[src/rtl/my_pkg.sv]
// Shared fetch-stage types: instruction source select and the IMEM fetch controller states.
package my_pkg;

    typedef enum logic {
        NOP  = 1'b0,
        IMEM = 1'b1
    } FSM_Control_Enum;

    typedef enum logic [2:0] {
        IDLE = 3'd0,
        BOOT = 3'd1,
        REQ  = 3'd2,
        WAIT = 3'd3,
        ERR  = 3'd4
    } imem_fetch_state_e;

endpackage

[src/rtl/fetch_down_counter.sv]
// Saturating down counter with synchronous load, decrement and global enable.
module fetch_down_counter #(
    parameter int unsigned CNT_W = 5
) (
    input  logic             clk_i,
    input  logic             rst_ni,
    input  logic             en_i,
    input  logic             load_i,
    input  logic [CNT_W-1:0] load_val_i,
    input  logic             dec_i,
    output logic [CNT_W-1:0] count_o,
    output logic             zero_o
);

    localparam logic [CNT_W-1:0] One = CNT_W'(1);

    logic [CNT_W-1:0] cnt_q;

    always_ff @(posedge clk_i or negedge rst_ni) begin
        if (!rst_ni) begin
            cnt_q <= '0;
        end else if (en_i) begin
            if (load_i) begin
                cnt_q <= load_val_i;
            end else if (dec_i && (cnt_q != '0)) begin
                cnt_q <= cnt_q - One;
            end
        end
    end

    assign count_o = cnt_q;
    assign zero_o  = (cnt_q == '0);

endmodule

[src/rtl/imem_fetch_ctrl.sv]
// Instruction-memory fetch sequencer: boot NOPs, one-outstanding req/gnt/rvalid
// transactions at the current PC, redirect squashing and timeout trapping.
module imem_fetch_ctrl
    import my_pkg::*;
#(
    parameter int unsigned BOOT_NOPS = 4,
    parameter int unsigned MAX_WAIT  = 16,
    parameter int unsigned CNT_W     = 5
) (
    input  logic            CLK,
    input  logic            RSTn,
    input  logic            EN,
    input  logic            START,
    input  logic [31:0]     PC,
    input  logic            PC_Changed,
    output logic            imem_req,
    output logic [31:0]     imem_addr,
    input  logic            imem_gnt,
    input  logic            imem_rvalid,
    output FSM_Control_Enum FSM_SEL,
    output logic            fetch_stall,
    output logic            instr_valid,
    output logic            fetch_err
);

    localparam bit               BootSkip = (BOOT_NOPS == 0);
    localparam logic [CNT_W-1:0] BootLoad = BootSkip ? '0 : CNT_W'(BOOT_NOPS - 1);
    localparam logic [CNT_W-1:0] WaitLoad = CNT_W'(MAX_WAIT - 1);

    imem_fetch_state_e state_q, state_d;
    logic [31:0]       addr_q, addr_d;
    logic              squash_q, squash_d;
    logic              reload_q, reload_d;
    logic              err_q, err_d;

    logic              boot_load, boot_dec, boot_zero;
    logic              wait_load, wait_dec, wait_zero;
    logic [CNT_W-1:0]  unused_boot_cnt, unused_wait_cnt;
    logic              accept;
    logic [31:0]       pc_word;
    logic              unused_pc_lsb;

    assign pc_word       = {PC[31:2], 2'b00};
    assign unused_pc_lsb = ^PC[1:0];

    fetch_down_counter #(
        .CNT_W(CNT_W)
    ) u_boot_cnt (
        .clk_i     (CLK),
        .rst_ni    (RSTn),
        .en_i      (EN),
        .load_i    (boot_load),
        .load_val_i(BootLoad),
        .dec_i     (boot_dec),
        .count_o   (unused_boot_cnt),
        .zero_o    (boot_zero)
    );

    fetch_down_counter #(
        .CNT_W(CNT_W)
    ) u_wait_cnt (
        .clk_i     (CLK),
        .rst_ni    (RSTn),
        .en_i      (EN),
        .load_i    (wait_load),
        .load_val_i(WaitLoad),
        .dec_i     (wait_dec),
        .count_o   (unused_wait_cnt),
        .zero_o    (wait_zero)
    );

    always_comb begin
        state_d   = state_q;
        addr_d    = addr_q;
        squash_d  = squash_q;
        reload_d  = reload_q;
        err_d     = err_q;
        boot_load = 1'b0;
        boot_dec  = 1'b0;
        wait_load = 1'b0;
        wait_dec  = 1'b0;
        accept    = 1'b0;

        if (EN) begin
            unique case (state_q)
                IDLE, ERR: begin
                    if (START) begin
                        err_d = 1'b0;
                        if (BootSkip) begin
                            state_d  = REQ;
                            addr_d   = pc_word;
                            reload_d = 1'b0;
                        end else begin
                            state_d   = BOOT;
                            boot_load = 1'b1;
                        end
                    end
                end
                BOOT: begin
                    if (boot_zero) begin
                        state_d  = REQ;
                        addr_d   = pc_word;
                        reload_d = 1'b0;
                    end else begin
                        boot_dec = 1'b1;
                    end
                end
                REQ: begin
                    // reload_q marks the one req-low cycle used to pick up a redirected PC
                    if (reload_q) begin
                        addr_d   = pc_word;
                        reload_d = PC_Changed;
                    end else if (imem_gnt) begin
                        state_d   = WAIT;
                        wait_load = 1'b1;
                        squash_d  = PC_Changed;
                    end else if (PC_Changed) begin
                        reload_d = 1'b1;
                    end
                end
                WAIT: begin
                    if (imem_rvalid) begin
                        state_d  = REQ;
                        squash_d = 1'b0;
                        if (!squash_q && !PC_Changed) begin
                            accept = 1'b1;
                            // PC steps to the next word on this edge; prefetch that address
                            addr_d = pc_word + 32'd4;
                        end else begin
                            addr_d = pc_word;
                        end
                    end else begin
                        if (PC_Changed) begin
                            squash_d = 1'b1;
                        end
                        if (wait_zero) begin
                            state_d  = ERR;
                            err_d    = 1'b1;
                            squash_d = 1'b0;
                        end else begin
                            wait_dec = 1'b1;
                        end
                    end
                end
                default: begin
                    state_d = IDLE;
                end
            endcase
        end
    end

    always_ff @(posedge CLK or negedge RSTn) begin
        if (!RSTn) begin
            state_q  <= IDLE;
            addr_q   <= '0;
            squash_q <= 1'b0;
            reload_q <= 1'b0;
            err_q    <= 1'b0;
        end else begin
            state_q  <= state_d;
            addr_q   <= addr_d;
            squash_q <= squash_d;
            reload_q <= reload_d;
            err_q    <= err_d;
        end
    end

    assign imem_req    = (state_q == REQ) && !reload_q;
    assign imem_addr   = addr_q;
    assign FSM_SEL     = accept ? IMEM : NOP;
    assign instr_valid = accept;
    assign fetch_stall = !accept;
    assign fetch_err   = err_q;

endmodule

[config.mk]
export PLATFORM = sky130hd
export DESIGN_NAME = imem_fetch_ctrl
export DESIGN_NICKNAME = d
export VERILOG_FILES = /design/src/rtl/my_pkg.sv /design/src/rtl/fetch_down_counter.sv /design/src/rtl/imem_fetch_ctrl.sv
export SDC_FILE = /design/constraint.sdc
export NUM_CORES = 1
export LEC_CHECK = 0
export ABC_CLOCK_PERIOD_IN_PS = 2900
export CORE_UTILIZATION = 25
export DETAILED_ROUTE_END_ITERATION = 6
export DONT_BUFFER_PORTS = 1
export GPL_ROUTABILITY_DRIVEN = 0
export PLACE_DENSITY = 0.44
export SLEW_MARGIN = 20
export SYNTH_ARGS = -nofsm -noshare
export SYNTH_HDL_FRONTEND = slang
export SYNTH_HIERARCHICAL = 1
export SYNTH_SLANG_ARGS = --single-unit
[constraint.sdc]
create_clock -name CLK -period 2.9 [get_ports CLK]
set_clock_uncertainty 0.1 [all_clocks]
set_input_delay 0.29 -clock CLK [delete_from_list [all_inputs] [get_ports CLK]]
set_output_delay 0.29 -clock CLK [all_outputs]
set_load 0.02 [all_outputs]
==> summary.txt <==
Worst setup path
  • CP max-delay cell: or4b_1
  • Type of origin of the critical path: flip-flop
  • R2R Path Start: u_wait_cnt/count_o[0]$_DFFE_PN0P_
  • Largest delay share family, worst path: simple AND/OR/NAND/NOR gates
  • Worst EP required: around 3000 ps
  • CP Capture Point: u_wait_cnt/count_o[3]$_DFFE_PN0P_
  • Maximum fanout along the worst path: 4
  • Cell mode on critical path: or3b_1
  • Worst r2r dst: u_wait_cnt/count_o[3]$_DFFE_PN0P_
  • Critical path's largest stage delay: 480 ps
  • Worst EP arrival: 2630 ps
  • Critical path class: flip-flop to flip-flop
  • Worst R2R Setup Slack: 330 ps
  • Critical path cell sequence: inv_1, ha_1, nor4b_2, or3b_1, nor2_1, or4b_1, nand3_1, or3b_1
  • Buf/Inv on CP: 1
  • CP Capture Type: flip-flop
  • Critical Path Start: u_wait_cnt/count_o[0]$_DFFE_PN0P_
  • Reg2Reg Depth: 8
  • CP Depth: 8

Timing
  • Pins Over Slew Limit: 0
  • Slew of the pin with the lowest slew margin: 679.6 ps
  • Final Hold Fails: 0
  • F_max: slightly below 400 MHz
  • Fin crit share: 88.48%
  • Final setup fails: 0
  • Total negative slack: 0 ps
  • RSZ-0062 raised after global routing: false
  • Slew HR: 54.34%
  • Final min period: between 2000 and 3000 ps

Die
  • Die area: 12060 um^2
  • Die Y: 109.8 um
  • Core area: ~11000 um^2
  • Die Wd: 109.8 um
  • FP Rows: 39
  • Ports: 76
  • Initial Util: 25.56%

Pwr
  • Pwr dens: 855.5 nW/um^2
  • Worst VDD drop: about 0.29 mV
  • Power Total: 2.839 mW
  • LEAKAGE: 1.283 nW

Drt
  • Routed len/inst: 15.47 um
  • Final WL: 7502 um
  • 1st-iter DRT viols: 136
  • Via density: between 4 and 5
  • Pre-antenna DRT Iters: 4
  • DR vias: about 2300
  • Post-route ant nets: 0
  • # DRC: 0

CTS
  • H-tree levels: 2
  • Root Buffer Master: clkbuf_16
  • Clk buf depth: 2
  • Worst-path clk slew: ~70 ps
  • Post-CTS setup buffer count: 0
  • Clk_lat worst skew: about 290 ps
  • Clk sinks: 46
  • CTS tree: done
  • CTS Buf Count: 5

Yosys
  • Syn_area_per_cell: between 8 and 9 um^2
  • Most numerous cell in the Yosys netlist: nand2_1
  • Area share of the largest cell type after synthesis: 39.60%
  • Post-Syn Instances: between 300 and 400
  • Distinct cell type count after synthesis: 52
  • Primary FF master, synth: dfrtp_1
  • Register area share after synthesis: 39.60%
  • Area leader, netlist: dfrtp_1
  • Share of flip-flops with an asynchronous set or reset: between 90% and 100%
  • Register bit total from synthesis: 46
  • Synth top area cells: dfrtp_1 (40%), xnor2_1 (8.1%), nand2_1 (6.1%)
  • Top cells by count, synth: nand2_1 (47), dfrtp_1 (46), xnor2_1 (27)
  • Post-synth EDFFs: 0
  • Syn. warnings: 6
  • Synth Cell Area: between 2000 and 3000 um^2

Outcome
  • Status: complete, no violations

Global route
  • Largest net degree at the start of global routing: 61
  • Number of global-route vias before repair: 2417
  • GR Util All Layers: approximately 13%
  • GRT overflow: 0
  • Initial antenna violation count: 0
  • First-pass GRT wire length: 12460 um

Finish
  • Area growth syn-to-layout: 14.16%
  • # diodes: 0
  • Post-layout nets: about 380
  • Filler Cells Inserted: 1217
  • Cell Count, Final, Fillers Out: around 490
  • Finished Cell Area: 3318 um^2
  • Post-Route Utilization: 29.18%
  • Share of cells above drive strength 1: 9.942%

Worst hold path
  • Hold Crit Start: PC_Changed
  • Hold WC Path Type: input pin to flip-flop

Placed design
  • DP HPWL: between 5000 and 6000 um
  • Placed cell count: 474
  • Port bufs: 0
  • Area of placed instances: 3108 um^2

Flow run
  • MaxCap Viol Count: 0
[metrics by stage]
stage,setup WS (ps),hold WS (ps)
floorplan,368.3,-105.6
global placement,380.3,-103.7
detailed placement,344.0,-103.7
CTS,326.5,49.81
global route,152.6,70.64
finish,334.2,58.88
[layout make-up]
| class | count | area (um^2) | share of cell area [%] |
|---|---|---|---|
| clock buffer | 7 | 132.6 | 3.997 |
| clock inverter | 1 | 30.03 | 0.9050 |
| inverter | 16 | 60.06 | 1.810 |
| multi-input combinational | 260 | 1638 | 49.36 |
| sequential | 46 | 1151 | 34.69 |
| tap | 143 | 178.9 | 5.392 |
| timing repair buffer | 12 | 127.6 | 3.846 |
[timing repair]
action | CTS | global route
hold endpoints to repair | 50 | 0
endpoints found under the setup margin | 0 | 0
hold buffers | 3 | 0
resized for setup | 0 | 0
[worst reg2reg max path, cell delays in order (launching register included)]
cell	delay [ps]
dfrtp_1	390
inv_1	60
ha_1	230
nor4b_2	170
or3b_1	420
nor2_1	150
or4b_1	480
nand3_1	90
or3b_1	340
[how the worst min path moves through the flow]
stage | endpoint | slack (ps) | cells after the start
finish | squash_q$_DFFE_PN0P_ | 60 | 2
global route | squash_q$_DFFE_PN0P_ | 70 | 2
CTS | squash_q$_DFFE_PN0P_ | 50 | 2
detailed placement | reload_q$_DFFE_PN0P_ | -100 | 0
global placement | reload_q$_DFFE_PN0P_ | -100 | 0
floorplan | fetch_err$_DFFE_PN0P_ | -110 | 0
[placed cells by master, fill, tap and decap left out, types with 2 or more instances in the layout]
| master | n |
|---|---|
| a211oi_1 | 2 |
| a21o_1 | 2 |
| a21oi_1 | 5 |
| a2bb2oi_1 | 6 |
| a32o_1 | 2 |
| and3_1 | 3 |
| and4_1 | 4 |
| buf_4 | 8 |
| clkbuf_1 | 2 |
| clkbuf_16 | 5 |
| conb_1 | 12 |
| dfrtp_1 | 46 |
| dlygate4sd3_1 | 2 |
| ha_1 | 3 |
| inv_1 | 16 |
| nand2_1 | 47 |
| nand2b_1 | 4 |
| nand3_1 | 12 |
| nand3b_1 | 7 |
| nand4_1 | 6 |
| nor2_1 | 14 |
| nor2b_1 | 4 |
| nor3_1 | 14 |
| nor3_2 | 4 |
| nor4_1 | 4 |
| nor4_2 | 6 |
| nor4b_1 | 2 |
| nor4b_2 | 2 |
| nor4bb_1 | 2 |
| o211ai_1 | 2 |
| o21ai_0 | 20 |
| o21ai_1 | 17 |
| o22ai_1 | 6 |
| or3b_1 | 3 |
| or4b_1 | 2 |
| xnor2_1 | 27 |
| xor2_1 | 2 |
[power breakdown]
part,internal [mW],switching (mW)
clock network,0.408,0.250
registers,0.921,0.479
logic,0.348,0.432
[cells by family (layout without fill, tap and decap cells)]
logic type | Yosys count | count (layout) | synth area share (%)
DFF | 46 | 46 | 39.60
adders and majority gates | 3 | 3 | 1.292
AOI/OAI and AO/OA | 67 | 67 | 13.86
muxes | 2 | 2 | 0.7318
other | 2 | 12 | 0.2584
and+or+nand+nor | 147 | 147 | 30.18
buffers and inverters | 31 | 36 | 5.338
xor gates and xnor gates | 29 | 29 | 8.739
[metal layers]
| metal | vias to the layer above | GRT usage [%] | wire [um] |
|---|---|---|---|
| met5 | - | 0 | 0 |
| met4 | 0 | 3.714 | 83 |
| met3 | 6 | 4.624 | 634 |
| met2 | 67 | 21.56 | 3512 |
| met1 | 1093 | 17.05 | 3272 |
| li1 | 1182 | - | - |
[flip-flops by register name, indices dropped and copies added (netlist names)]
name and cells:
squash_q 1, imem_addr 30, u_wait_cnt/count_o 5, u_boot_cnt/count_o 5
reload_q 1, state_q 3, fetch_err 1
(Power assumes the default switching activity.)
